File: src/rtl/tick_enable_scheduler_pkg.sv
// Shared constants and FSM encoding for the
// tick-enable scheduler and its channels.
package tick_enable_scheduler_pkg;

  localparam int NCH     = 4;
  localparam int DIV_W   = 26;
  localparam int DEF_DIV = 131072;
  localparam int MIN_DIV = 2;

  typedef enum logic [1:0] {
    IDLE,
    WAIT_BND,
    DONE
  } state_e;

endpackage

File: src/rtl/tick_channel.sv
// One strobe channel: free-running modulo counter
// with a registered single-cycle tick on wrap.
module tick_channel #(
  parameter int DIV_W   = 26,
  parameter int DEF_DIV = 131072
) (
  input  logic             clk,
  input  logic             rst_n,
  input  logic             en_i,
  input  logic [DIV_W-1:0] div_i,
  input  logic             load_i,
  input  logic             sync_i,
  output logic             en_o,
  output logic             wrap_o,
  output logic             tick_o
);

  logic             en_q;
  logic [DIV_W-1:0] div_q;
  logic [DIV_W-1:0] cnt_q;
  logic             tick_q;

  // div_q >= 2 always, so div_q-1 never underflows
  assign wrap_o = en_q && (cnt_q == div_q - DIV_W'(1));
  assign en_o   = en_q;
  assign tick_o = tick_q;

  always_ff @(posedge clk or negedge rst_n) begin
    if (!rst_n) begin
      en_q   <= 1'b1;
      div_q  <= DIV_W'(DEF_DIV);
      cnt_q  <= '0;
      tick_q <= 1'b0;
    end else begin
      tick_q <= wrap_o && !sync_i;
      if (load_i) begin
        en_q  <= en_i;
        div_q <= div_i;
        cnt_q <= '0;
      end else if (sync_i || wrap_o || !en_q) begin
        cnt_q <= '0;
      end else begin
        cnt_q <= cnt_q + DIV_W'(1);
      end
    end
  end

endmodule

File: src/rtl/tick_enable_scheduler.sv
// Multi-channel clock-enable scheduler; config changes
// to a running channel are deferred to its wrap.
module tick_enable_scheduler
  import tick_enable_scheduler_pkg::*;
#(
  parameter int NCH     = tick_enable_scheduler_pkg::NCH,
  parameter int DIV_W   = tick_enable_scheduler_pkg::DIV_W,
  parameter int DEF_DIV = tick_enable_scheduler_pkg::DEF_DIV,
  localparam int CH_W   = (NCH > 1) ? $clog2(NCH) : 1
) (
  input  logic             clk,
  input  logic             rst_n,
  input  logic             cfg_valid,
  output logic             cfg_ready,
  input  logic [CH_W-1:0]  cfg_ch,
  input  logic [DIV_W-1:0] cfg_div,
  input  logic             cfg_en,
  input  logic             sync_req,
  output logic [NCH-1:0]   tick,
  output logic             busy,
  output logic             cfg_err
);

  localparam int CHP = 2 ** CH_W;

  state_e           state_q, state_d;
  logic             ready_q, busy_q, err_q, err_d;
  logic [CH_W-1:0]  pend_ch_q;
  logic [DIV_W-1:0] pend_div_q;
  logic             pend_en_q;

  logic [NCH-1:0]   ch_en, wrap, load;
  logic [CHP-1:0]   en_p, wrap_p, load_p, ch_ok;
  logic [DIV_W-1:0] ld_div;
  logic             ld_en;
  logic             hs, cfg_bad;

  // Pad per-channel vectors to the full index range
  always_comb begin
    en_p   = '0;
    wrap_p = '0;
    ch_ok  = '0;
    for (int i = 0; i < NCH; i++) begin
      en_p[i]   = ch_en[i];
      wrap_p[i] = wrap[i];
      ch_ok[i]  = 1'b1;
    end
  end

  assign hs      = cfg_valid && ready_q;
  assign cfg_bad = (cfg_div < DIV_W'(MIN_DIV))
                || !ch_ok[cfg_ch];

  always_comb begin
    state_d = state_q;
    err_d   = 1'b0;
    load_p  = '0;
    ld_div  = cfg_div;
    ld_en   = cfg_en;
    unique case (state_q)
      IDLE: begin
        if (hs) begin
          if (cfg_bad) begin
            err_d = 1'b1;
          end else if (!en_p[cfg_ch] || !cfg_en
                       || sync_req) begin
            load_p[cfg_ch] = 1'b1;
            state_d        = DONE;
          end else begin
            state_d = WAIT_BND;
          end
        end
      end
      WAIT_BND: begin
        if (wrap_p[pend_ch_q] || sync_req) begin
          load_p[pend_ch_q] = 1'b1;
          ld_div            = pend_div_q;
          ld_en             = pend_en_q;
          state_d           = DONE;
        end
      end
      DONE:    state_d = IDLE;
      default: state_d = IDLE;
    endcase
  end

  assign load = load_p[NCH-1:0];

  always_ff @(posedge clk or negedge rst_n) begin
    if (!rst_n) begin
      state_q    <= IDLE;
      ready_q    <= 1'b1;
      busy_q     <= 1'b0;
      err_q      <= 1'b0;
      pend_ch_q  <= '0;
      pend_div_q <= '0;
      pend_en_q  <= 1'b0;
    end else begin
      state_q <= state_d;
      ready_q <= (state_d == IDLE);
      busy_q  <= (state_d == WAIT_BND);
      err_q   <= err_d;
      if (state_q == IDLE && hs && !cfg_bad) begin
        pend_ch_q  <= cfg_ch;
        pend_div_q <= cfg_div;
        pend_en_q  <= cfg_en;
      end
    end
  end

  assign cfg_ready = ready_q;
  assign busy      = busy_q;
  assign cfg_err   = err_q;

  for (genvar g = 0; g < NCH; g++) begin : g_ch
    tick_channel #(
      .DIV_W  (DIV_W),
      .DEF_DIV(DEF_DIV)
    ) u_ch (
      .clk   (clk),
      .rst_n (rst_n),
      .en_i  (ld_en),
      .div_i (ld_div),
      .load_i(load[g]),
      .sync_i(sync_req),
      .en_o  (ch_en[g]),
      .wrap_o(wrap[g]),
      .tick_o(tick[g])
    );
  end

endmodule

File: config.mk
export PLATFORM = sky130hd
export DESIGN_NAME = tick_enable_scheduler
export DESIGN_NICKNAME = d
export VERILOG_FILES = /design/src/rtl/tick_enable_scheduler_pkg.sv /design/src/rtl/tick_channel.sv /design/src/rtl/tick_enable_scheduler.sv
export SDC_FILE = /design/constraint.sdc
export NUM_CORES = 1
export LEC_CHECK = 0
export CAP_MARGIN = 5
export CORE_MARGIN = 4
export CORE_UTILIZATION = 30
export CTS_BUF_LIST = sky130_fd_sc_hd__clkbuf_4 sky130_fd_sc_hd__clkbuf_8
export CTS_CLUSTER_DIAMETER = 30
export DETAILED_ROUTE_END_ITERATION = 12
export GPL_TIMING_DRIVEN = 1
export PLACE_DENSITY = 0.41
export SLEW_MARGIN = 40
export SYNTH_ARGS = -nofsm -noshare
export SYNTH_HDL_FRONTEND = slang
export SYNTH_SLANG_ARGS = --single-unit
File: constraint.sdc
create_clock -name clk -period 5.5 [get_ports clk]
set_input_delay 0.55 -clock clk [delete_from_list [all_inputs] [get_ports clk]]
set_output_delay 0.55 -clock clk [all_outputs]
set_load 0.02 [all_outputs]
==> impl_metrics.sql, run 1 <==
INSERT INTO impl_metrics (metric_group, metric, value, unit) VALUES
('layout', 'num-fill-cells', '5031', ''),
('run', 'maxCapViolCount', '0', ''),
('global_routing', 'pin_count_of_the_biggest_net_entering_global_routing', '129', ''),
('clock_tree', 'worstSkewPairLatency', '0.66', 'ns'),
('clock_tree', 'tritoncts', 'done', ''),
('setup_path', 'critPathKind', 'reg -> reg', ''),
('clock_tree', 'cts_max_path_bufs', '3', ''),
('logic_synthesis', 'post_synth_fa_ha_maj_area_fraction', '0.671', '%'),
('setup_path', 'worstSetupStartpointType', 'flop', ''),
('timing', 'grt_setup_unrepaired', 'no', ''),
('logic_synthesis', 'post_synthesis_xor_xnor_area_fraction', '13.4', '%'),
('route', 'drt-wirelength-per-cell', '20.4', 'µm'),
('global_routing', 'first_pass_grt_wire_length', '73400', 'µm'),
('setup_path', 'timing.critical_path.cells', 'inv_1 -> ha_1 -> or4b_4 -> or4_1 -> o31a_1 -> nor4_1 -> a221oi_1 -> nor4_1 -> buf_4 -> a32oi_1 -> a21oi_4 -> buf_8 -> buf_8 -> buf_4 -> mux2_4 -> mux2_2', ''),
('setup_path', 'path_delay_family', 'simple AND/OR/NAND/NOR gates', ''),
('power', 'pwr-share-seq', '35.2', '%'),
('route', 'drtAntennaViolNets', '0', ''),
('route', 'viasPerCell', '5.09', ''),
('setup_path', 'worstPathRequired', '6.02', 'ns'),
('timing', 'count_of_final_setup_violators', '0', ''),
('logic_synthesis', 'synth.yosys.warnings', '0', ''),
('timing', 'fin_crit_sh', '91.3', '%'),
('layout', 'most-common-layout-cells', '241 x dfrtp_1, 178 x nor2_1, 142 x mux2_2, 119 x xnor2_1, 107 x xor2_1', ''),
('layout', 'area.sequential', '0.00627', 'mm²'),
('status', 'run_status', 'complete, no violations', ''),
('power', 'switching_share', '37.4', '%'),
('floorplanning', 'die_area', '0.0534', 'mm²'),
('clock_tree', 'cts_setup_buffers', '0', ''),
('floorplanning', 'fp.dieH', '231', 'µm'),
('logic_synthesis', 'synth.net_count', '1521', ''),
('route', 'detailroute.via_count', '11800', ''),
('logic_synthesis', 'ys_ff_latch', '250', ''),
('clock_tree', 'h-tree-depth', '3', ''),
('timing', 'clock_skews', '0.0468', 'ns'),
('layout', 'design.final.nets', '1628', ''),
('power', 'power_frac_clock', '33.8', '%'),
('logic_synthesis', 'largest_family_of_logic_cells_by_synthesized_area', 'simple AND/OR/NAND/NOR gates', ''),
('global_routing', 'antenna_violations_before_repair', '0', ''),
('setup_path', 'max_stage_delay', '0.59', 'ns'),
('timing', 'fin_setup_tns', '0', 'ns'),
('timing', 'relSlewSlack', '46.2', '%'),
('global_routing', 'global_route.usage.total', '17.8', '%'),
('power', 'ir_worst_vdd', '0.269', 'mV'),
('logic_synthesis', 'synth_enable_flop_cells', '0', ''),
('setup_path', 'critPathBufInv', '5', ''),
('place', 'dp_worst_setup_slack', '0.448', 'ns'),
('setup_path', 'crit_path_top_delay_cell', 'or4_1', ''),
('place', 'place_hpwl', '34500', 'µm'),
('power', 'static-leakage-power', '7.23', 'nW'),
('layout', 'area_growth_syn_to_layout', '21.9', '%'),
('route', 'routed_wl', '47300', 'µm'),
('layout', 'drive_gt1_share', '23.7', '%'),
('global_routing', 'grt_pass1_vias', '12100', ''),
('route', 'first_iter_violations', '738', ''),
('hold_path', 'hold_path_class', 'in -> async', ''),
('clock_tree', 'tritoncts.num_buffers', '80', ''),
('global_routing', 'grt_remaining_overflow', '0', ''),
('floorplanning', 'placeable_area', '0.0491', 'mm²'),
('logic_synthesis', 'synth_simple_gate_area_share', '21.6', '%'),
('power', 'power.internal', '5.91', 'mW'),
('place', 'count_of_input_and_output_buffers', '39', ''),
('floorplanning', 'dieWidth', '231', 'µm'),
('setup_path', 'endpoint_kind', 'flop', ''),
('clock_tree', 'clock-sinks', '250', ''),
('timing', 'worst_case_hold_slack', '0.433', 'ns'),
('timing', 'finalCriticalPeriod', '5.02', 'ns'),
('layout', 'area_of_combinational_cells_with_multiple_inputs', '0.00827', 'mm²'),
('clock_tree', 'root_cell_of_the_clock_tree', 'clkbuf_8', ''),
('floorplanning', 'design.portCount', '40', ''),
('floorplanning', 'row_count', '81', ''),
('power', 'powerDensity', '519', 'mW/mm²');
[worst register-to-register path: cells and delay by family (launching register included)]
family,cells,cell delay [ns]
buffers and inverters,5,0.84
AO/OA/AOI/OAI,4,1.09
multiplexers,2,0.61
AND/OR/NAND/NOR,4,1.76
adder cells (fa/ha/maj),1,0.18
flip-flops,1,0.41
[cell type report]
cell class	instances	area share (%)
inverters	26	0.537
repair buffers	88	4.63
clock buffers	116	8.20
clock inverters	32	2.09
multi-input cells	1141	45.5
flip-flops and latches	250	34.5
well taps	664	4.57
[through the flow]
step	instance area, µm²	instances	power, mW	util (%)
final	18200	2317	9.44	37.1
after global routing	18200	2317	10.0	37.1
after CTS	18100	2316	9.51	37.0
after detailed placement	16300	2167	6.24	33.2
after global placement	16200	2165	6.23	33.1
after floorplan	14900	1480	5.07	-
[timing repair]
| item | CTS | global route |
|---|---|---|
| gates resized for setup | 0 | 0 |
| hold buffers | 1 | 0 |
| hold endpoints to repair | 55 | 0 |
[state kept, by name, summed over array words and instances, names as in the netlist, 2 cells and up]
register          flops
g_ch.u_ch.cnt_q     104
g_ch.u_ch.div_q     104
pend_div_q           26
g_ch.u_ch.en_o        4
g_ch.u_ch.tick_o      4
pend_ch_q             2
state_q               2
[cell families after synthesis]
family / count (synthesis)
fa+ha+maj: 8
flops: 250
buf+inv: 89
xor+xnor: 227
compound gates: 127
mux: 171
simple gates: 608
[routing by layer]
metal | up-vias | wire (µm) | global-route usage, %
met1 | 5903 | 23300 | 25.3
li1 | 5562 | - | -
met2 | 253 | 20600 | 26.7
met5 | - | 0 | 0
met3 | 79 | 2190 | 4.48
met4 | 0 | 1220 | 5.26
[Yosys cell counts, types with 26 or more instances]
cell	number	share of area [%]
inv_1	26	0.65
nand3_1	76	2.5
dfrtp_1	241	40
xor2_1	107	6.3
xnor2_1	119	7.0
and3_1	30	1.3
nand2_1	69	1.7
clkbuf_1	44	1.1
nor4_1	48	2.0
nor2_1	178	4.5
nor3_1	45	1.5
mux2_2	142	11
[final timing paths]
check                           depth (start not counted)  slack, ns                  start                endpoint
worst max-delay path                                   16       0.48  g_ch[0].u_ch.div_q[0]  g_ch[0].u_ch.div_q[13]
min in group clk                                        1       0.50         pend_div_q[16]          pend_div_q[16]
worst min-delay path                                    2       0.43                  rst_n  g_ch[2].u_ch.cnt_q[11]
worst max register to register                         16       0.48  g_ch[0].u_ch.div_q[0]  g_ch[0].u_ch.div_q[13]
max in group asynchronous                               4       3.87                  rst_n  g_ch[1].u_ch.div_q[17]
worst min register to register                          1       0.50         pend_div_q[16]          pend_div_q[16]
[power by group through the flow]
stage | Clock [mW] | Sequential, mW | Combinational [mW]
global route | 3.38 | 3.40 | 3.23
finish | 3.19 | 3.32 | 2.93
floorplan | 0 | 2.86 | 2.21
global placement | 0 | 3.34 | 2.89
CTS | 3.27 | 3.31 | 2.92
detailed placement | 0 | 3.34 | 2.91
No activity file was read; power rests on OpenSTA's default activity.
==> inputs of run 2 (changes only) <==
Settings changed: HOLD_SLACK_MARGIN set to 0.12, SLEW_MARGIN 40 to 25.
==> run 2 against run 1 <==
  * Clock skew decreased by 0.011 ns
  * Count of clock-buffer cells in the layout increased by 8
  * Maximum frequency increased by 4.0%
  * Sequential share of layout area decreased by 0.16 points
  * Total power increased by 0.98%
  * Sequential power about the same
  * Sequential cell count unchanged
  * Design area increased by 0.47%
  * Global-route usage about the same
  * Wire length decreased by 0.38%
  * Via count increased by 0.37%
  * Setup slack improved by 0.19 ns
==> impl_metrics.sql, run 2 (synthesis gave the netlist of run 1 again) <==
INSERT INTO impl_metrics (metric_group, metric, value, unit) VALUES
('route', 'viasPerCell', '5.10', ''),
('floorplanning', 'dieWidth', '231', 'µm'),
('layout', 'most-common-layout-cells', '241 x dfrtp_1, 178 x nor2_1, 142 x mux2_2, 119 x xnor2_1, 107 x xor2_1', ''),
('place', 'gp_congestion', '0.868', ''),
('timing', 'hold_viol', '0', ''),
('timing', 'actual_transition_at_the_worst_max_transition_pin', '0.817', 'ns'),
('hold_path', 'hold_path_class', 'in -> async', ''),
('setup_path', 'rr_startpoint', 'g_ch[0].u_ch.div_q[0]', ''),
('timing', 'clock_skews', '0.0355', 'ns'),
('floorplanning', 'placeable_area', '0.0491', 'mm²'),
('power', 'power.internal', '6.04', 'mW'),
('setup_path', 'timing.critical_path.cells', 'inv_1 -> ha_1 -> or4b_4 -> or4_1 -> o31a_1 -> nor4_1 -> a221oi_1 -> nor4_1 -> buf_4 -> a32oi_1 -> a21oi_4 -> buf_16 -> buf_8 -> buf_4 -> mux2_4 -> mux2_2', ''),
('timing', 'count_of_final_setup_violators', '0', ''),
('setup_path', 'cp.depth', '16', ''),
('layout', 'drive_gt1_share', '23.8', '%'),
('timing', 'finalCriticalPeriod', '4.83', 'ns'),
('setup_path', 'worst_r2r_endpoint', 'g_ch[0].u_ch.div_q[13]', ''),
('global_routing', 'first_pass_grt_wire_length', '73400', 'µm'),
('setup_path', 'reg2reg_depth', '16', ''),
('timing', 'grt_setup_unrepaired', 'no', ''),
('layout', 'area_growth_syn_to_layout', '22.5', '%'),
('timing', 'worst_slack', '0.671', 'ns'),
('clock_tree', 'clk_pin_slew', '0.05', 'ns'),
('global_routing', 'pin_count_of_the_biggest_net_entering_global_routing', '129', ''),
('clock_tree', 'tritoncts.num_buffers', '83', ''),
('setup_path', 'crit_path_top_delay_cell', 'or4_1', ''),
('setup_path', 'endpoint_kind', 'flop', ''),
('setup_path', 'path_delay_family', 'simple AND/OR/NAND/NOR gates', ''),
('clock_tree', 'h-tree-depth', '3', ''),
('power', 'total_power_draw', '9.53', 'mW'),
('floorplanning', 'start_util', '30.4', '%'),
('power', 'power_frac_clock', '34.6', '%'),
('layout', 'largestRegisters', 'g_ch.u_ch.cnt_q (104), g_ch.u_ch.div_q (104), pend_div_q (26)', ''),
('run', 'maxCapViolCount', '0', ''),
('route', 'route.layer.met1.wl', '23200', 'µm'),
('clock_tree', 'post_cts_resize_count', '0', ''),
('route', 'drt-wirelength-per-cell', '20.3', 'µm'),
('global_routing', 'grt_pass1_vias', '12200', ''),
('global_routing', 'global_route.usage.total', '17.8', '%'),
('setup_path', 'worst_setup_path_endpoint', 'g_ch[0].u_ch.div_q[13]', ''),
('clock_tree', 'cts_hold_buffers', '1', ''),
('route', 'first_iter_violations', '636', ''),
('setup_path', 'worstPathRequired', '6.01', 'ns'),
('clock_tree', 'tritoncts', 'done', ''),
('layout', 'mostFrequentLayoutCell', 'dfrtp_1', ''),
('timing', 'relSlewSlack', '45.1', '%'),
('route', 'drtAntennaViolNets', '0', ''),
('setup_path', 'largest_fanout_on_the_critical_path', '16', ''),
('route', 'drc', '0', ''),
('layout', 'design.final.nets', '1631', ''),
('power', 'switching_share', '36.6', '%'),
('floorplanning', 'design.portCount', '40', ''),
('floorplanning', 'fp.dieH', '231', 'µm'),
('route', 'routed_wire_length_on_met2', '20500', 'µm'),
('setup_path', 'worstSetupStartpointType', 'flop', ''),
('power', 'fraction_of_power_consumed_by_combinational_cells', '30.6', '%'),
('setup_path', 'critPathKind', 'reg -> reg', ''),
('timing', 'fin_crit_sh', '87.8', '%'),
('route', 'route.met3.wl', '2190', 'µm'),
('power', 'pwr-share-seq', '34.8', '%'),
('timing', 'timing.final.max_slew_violations', '0', ''),
('timing', 'fin_setup_tns', '0', 'ns'),
('route', 'routed_wl', '47100', 'µm'),
('setup_path', 'critPathArrivalTime', '5.34', 'ns'),
('floorplanning', 'die_area', '0.0534', 'mm²'),
('clock_tree', 'cts_max_path_bufs', '3', ''),
('setup_path', 'critPathBufInv', '5', ''),
('route', 'detailedRoute.firstPassIterationCount', '5', ''),
('power', 'static-leakage-power', '7.27', 'nW'),
('status', 'run_status', 'complete, no violations', ''),
('route', 'detailroute.via_count', '11800', ''),
('global_routing', 'grt_remaining_overflow', '0', ''),
('route', 'top_layer', 'met4', ''),
('clock_tree', 'clock-sinks', '250', ''),
('setup_path', 'max_stage_delay', '0.60', 'ns'),
('setup_path', 'ff2ff_setup_slack', '0.67', 'ns'),
('setup_path', 'worstSetupStartpoint', 'g_ch[0].u_ch.div_q[0]', ''),
('place', 'dp_worst_setup_slack', '0.644', 'ns'),
('layout', 'final_util', '37.2', '%'),
('clock_tree', 'root_cell_of_the_clock_tree', 'clkbuf_8', ''),
('place', 'count_of_input_and_output_buffers', '39', ''),
('power', 'switchingPower', '3.49', 'mW'),
('clock_tree', 'cts_setup_buffers', '0', ''),
('clock_tree', 'worstSkewPairLatency', '0.64', 'ns'),
('timing', 'fmaxAchievable', '207', 'MHz'),
('power', 'ir_worst_vdd', '0.250', 'mV'),
('place', 'place_hpwl', '34400', 'µm'),
('global_routing', 'antenna_violations_before_repair', '1', ''),
('power', 'powerDensity', '522', 'mW/mm²'),
('floorplanning', 'row_count', '81', '');
-- run 2: worst register-to-register path, stage by stage, from the launching register on --
cell,delay (ns)
dfrtp_1,0.42
inv_1,0.08
ha_1,0.19
or4b_4,0.51
or4_1,0.60
o31a_1,0.36
nor4_1,0.29
a221oi_1,0.13
nor4_1,0.38
buf_4,0.19
a32oi_1,0.19
a21oi_4,0.22
buf_16,0.20
buf_8,0.18
buf_4,0.19
mux2_4,0.33
mux2_2,0.28
-- run 2: worst min-delay path by stage --
stage,slack (ns),depth (start not counted),startpoint,to
detailed placement,0.49,1,pend_en_q,pend_en_q
floorplan,0.25,0,rst_n,busy
CTS,0.41,2,rst_n,g_ch[2].u_ch.cnt_q[0]
global route,0.46,2,rst_n,g_ch[2].u_ch.cnt_q[8]
finish,0.45,2,rst_n,g_ch[2].u_ch.cnt_q[8]
global placement,0.48,1,pend_div_q[25],pend_div_q[25]
-- run 2: final cells by class --
cell class,count,area (µm²)
clock inverters,29,363
diodes,1,2.50
repair buffers,88,851
flip-flops and latches,250,6270
multi-input cells,1141,8270
fillers,4970,30800
inverters,26,97.6
well taps,664,831
clock buffers,124,1590
-- run 2: metrics by stage --
| stage | hold WS (ns) | cell area (µm²) | instances |
|---|---|---|---|
| finish | 0.448 | 18300 | 2323 |
| global route | 0.463 | 18300 | 2323 |
| CTS | 0.408 | 18200 | 2321 |
| detailed placement | 0.492 | 16300 | 2167 |
| global placement | 0.484 | 16200 | 2165 |
| floorplan | 0.254 | 14900 | 1480 |
-- run 2: per-layer routing --
metal / vias up / global-route usage (%)
li1: 5576 / -
met5: - / 0
met4: 0 / 6.01
met2: 266 / 26.6
met3: 81 / 3.66
met1: 5918 / 25.5
-- run 2: power groups by stage --
stage	clock network [mW]	logic, mW	registers (mW)
2_1_floorplan	0	2.21	2.86
3_3_place_gp	0	2.89	3.34
3_5_place_dp	0	2.90	3.34
4_1_cts	3.40	2.92	3.31
5_1_grt	3.51	3.22	3.40
6_report	3.30	2.92	3.31
==> inputs of run 3 (changes only) <==
Settings changed: CTS_BUF_LIST sky130_fd_sc_hd__clkbuf_4 sky130_fd_sc_hd__clkbuf_8 to not set.
==> run 3 against run 2 <==
  * Critical path depth stayed put
  * Design area is 4.9% higher
  * Wire length is 0.55% higher
  * Die area stayed put
  * Sequential power hardly changed
  * Global-route usage is 0.15 points higher
  * Combinational power hardly changed
  * Clock power is 43% higher
  * Largest power group is now the clock network
  * Sequential share of layout area is 1.6 points lower
==> impl_metrics.sql, run 3 (synthesis gave the netlist of run 1 again) <==
INSERT INTO impl_metrics (metric_group, metric, value, unit) VALUES
('status', 'run_status', 'complete, no violations', ''),
('setup_path', 'crit_path_top_delay_cell', 'or4_1', ''),
('place', 'placed_area', '0.0163', 'mm²'),
('global_routing', 'first_pass_grt_wire_length', '74000', 'µm'),
('clock_tree', 'tritoncts', 'done', ''),
('timing', 'count_of_final_setup_violators', '0', ''),
('route', 'viasPerCell', '5.11', ''),
('timing', 'grt_setup_unrepaired', 'no', ''),
('setup_path', 'critPathKind', 'reg -> reg', ''),
('global_routing', 'global_route.usage.total', '17.9', '%'),
('power', 'static-leakage-power', '7.65', 'nW'),
('timing', 'hold_viol', '0', ''),
('timing', 'fmaxAchievable', '205', 'MHz'),
('place', 'count_of_input_and_output_buffers', '39', ''),
('setup_path', 'path_delay_family', 'simple AND/OR/NAND/NOR gates', ''),
('layout', 'fin_area', '0.0192', 'mm²'),
('route', 'drt-wirelength-per-cell', '20.4', 'µm'),
('route', 'detailroute.via_count', '11900', ''),
('timing', 'relSlewSlack', '44.8', '%'),
('clock_tree', 'clk_pin_slew', '0.04', 'ns'),
('place', 'gp_congestion', '0.868', ''),
('route', 'drtAntennaViolNets', '0', ''),
('setup_path', 'endpoint_kind', 'flop', ''),
('route', 'first_iter_violations', '712', ''),
('route', 'routed_wl', '47300', 'µm'),
('setup_path', 'timing.critical_path.cells', 'inv_1 -> ha_1 -> or4b_4 -> or4_1 -> o31a_1 -> nor4_1 -> a221oi_1 -> nor4_1 -> buf_4 -> a32oi_1 -> a21oi_4 -> buf_16 -> buf_8 -> buf_4 -> mux2_4 -> mux2_2', ''),
('timing', 'actual_transition_at_the_worst_max_transition_pin', '0.828', 'ns'),
('layout', 'final_cell_count_no_fill', '2322', ''),
('global_routing', 'antenna_violations_before_repair', '1', ''),
('hold_path', 'hold_path_class', 'in -> async', ''),
('route', 'detailedRoute.firstPassIterationCount', '5', ''),
('layout', 'most-common-layout-cells', '241 x dfrtp_1, 178 x nor2_1, 142 x mux2_2, 119 x xnor2_1, 107 x xor2_1', ''),
('layout', 'area.sequential', '0.00627', 'mm²'),
('layout', 'area_of_combinational_cells_with_multiple_inputs', '0.00827', 'mm²'),
('setup_path', 'largest_fanout_on_the_critical_path', '16', ''),
('clock_tree', 'h-tree-depth', '3', ''),
('power', 'powerDensity', '572', 'mW/mm²'),
('timing', 'finalCriticalPeriod', '4.87', 'ns'),
('layout', 'num-fill-cells', '4886', ''),
('layout', 'drive_gt1_share', '22.7', '%'),
('floorplanning', 'placeable_area', '0.0491', 'mm²'),
('setup_path', 'max_stage_delay', '0.60', 'ns'),
('floorplanning', 'fp.dieH', '231', 'µm'),
('timing', 'clock_skews', '0.0235', 'ns'),
('setup_path', 'worstPathRequired', '5.97', 'ns'),
('timing', 'fin_crit_sh', '88.5', '%'),
('timing', 'timing.final.max_slew_violations', '0', ''),
('layout', 'area_growth_syn_to_layout', '28.4', '%'),
('layout', 'design.final.nets', '1631', ''),
('clock_tree', 'root_cell_of_the_clock_tree', 'clkbuf_16', ''),
('clock_tree', 'tritoncts.num_buffers', '83', ''),
('floorplanning', 'die_area', '0.0534', 'mm²'),
('layout', 'num_antenna_cells', '0', ''),
('route', 'drc', '0', ''),
('global_routing', 'pin_count_of_the_biggest_net_entering_global_routing', '129', ''),
('run', 'maxCapViolCount', '0', ''),
('place', 'place_hpwl', '34400', 'µm'),
('floorplanning', 'row_count', '81', ''),
('clock_tree', 'worstSkewPairLatency', '0.60', 'ns'),
('floorplanning', 'dieWidth', '231', 'µm'),
('setup_path', 'critPathBufInv', '5', ''),
('clock_tree', 'clock-sinks', '250', ''),
('floorplanning', 'start_util', '30.4', '%'),
('power', 'ir_worst_vdd', '0.337', 'mV'),
('layout', 'largestRegisters', 'g_ch.u_ch.cnt_q (104), g_ch.u_ch.div_q (104), pend_div_q (26)', ''),
('place', 'place.detailed.instances', '2167', ''),
('timing', 'fin_setup_tns', '0', 'ns'),
('layout', 'mostFrequentLayoutCell', 'dfrtp_1', ''),
('setup_path', 'worstSetupStartpointType', 'flop', ''),
('clock_tree', 'cts_max_path_bufs', '3', ''),
('global_routing', 'grt_pass1_vias', '12300', ''),
('floorplanning', 'design.portCount', '40', ''),
('global_routing', 'grt_remaining_overflow', '0', ''),
('setup_path', 'critPathArrivalTime', '5.34', 'ns');
[run 3: cell types whose count changed in the layout (fill, tap and decap cells not counted), sizes merged]
cell,before,now
diode,1,0
clkinv,16,17
inv,28,30
clkinvlp,3,0
[run 3: final timing paths]
| path | from | end | slack (ns) | cells past startpoint |
|---|---|---|---|---|
| setup / recovery | g_ch[0].u_ch.div_q[0] | g_ch[0].u_ch.div_q[13] | 0.63 | 16 |
| hold / removal | rst_n | g_ch[2].u_ch.cnt_q[14] | 0.49 | 2 |
| setup reg to reg | g_ch[0].u_ch.div_q[0] | g_ch[0].u_ch.div_q[13] | 0.63 | 16 |
| hold reg to reg | pend_div_q[15] | pend_div_q[15] | 0.50 | 1 |
| max in group asynchronous | rst_n | g_ch[0].u_ch.cnt_q[17] | 3.81 | 3 |
| min in group clk | pend_div_q[15] | pend_div_q[15] | 0.50 | 1 |
[run 3: routing by layer]
layer	up-vias	share of wire (%)	GRT usage (%)
met5	-	0	0
li1	5575	-	-
met4	0	2.2	6.09
met3	75	4.4	3.70
met1	5965	49	25.6
met2	254	44	27.0
[run 3: worst register-to-register path, stage by stage, from the launching register on]
cell	delay [ns]
dfrtp_1	0.42
inv_1	0.08
ha_1	0.19
or4b_4	0.51
or4_1	0.60
o31a_1	0.36
nor4_1	0.28
a221oi_1	0.12
nor4_1	0.40
buf_4	0.19
a32oi_1	0.18
a21oi_4	0.22
buf_16	0.20
buf_8	0.19
buf_4	0.19
mux2_4	0.33
mux2_2	0.27
[run 3: through the flow]
| step | power, mW | hold slack (ns) | setup slack (ns) | utilization (%) |
|---|---|---|---|---|
| 2_1_floorplan | 5.07 | 0.254 | 1.48 | - |
| 3_3_place_gp | 6.23 | 0.484 | 0.212 | 33.1 |
| 3_5_place_dp | 6.24 | 0.492 | 0.644 | 33.2 |
| 4_1_cts | 11.1 | 0.498 | 0.644 | 39.0 |
| 5_1_grt | 11.6 | 0.509 | 0.478 | 39.1 |
| 6_report | 11.0 | 0.492 | 0.633 | 39.1 |
[run 3: area by class of cell]
type / instances / area share [%]
Clock buffer: 124 / 12.9
Clock inverter: 29 / 2.00
Inverter: 26 / 0.509
Multi-Input combinational cell: 1141 / 43.2
Sequential cell: 250 / 32.7
Tap cell: 664 / 4.34
Timing Repair Buffer: 88 / 4.44
[run 3: report_power, final]
group	leakage [nW]	switching (mW)	internal, mW
combinational	3.05	1.49	1.43
clock	1.41	1.31	3.42
sequential	3.19	0.914	2.40
total	7.65	3.71	7.25
[run 3: timing repair]
action                    in CTS  in global routing
gates resized for setup        0                  0
hold endpoints to repair      55                  0
setup buffers                  0                  0
hold buffers                   1                  0
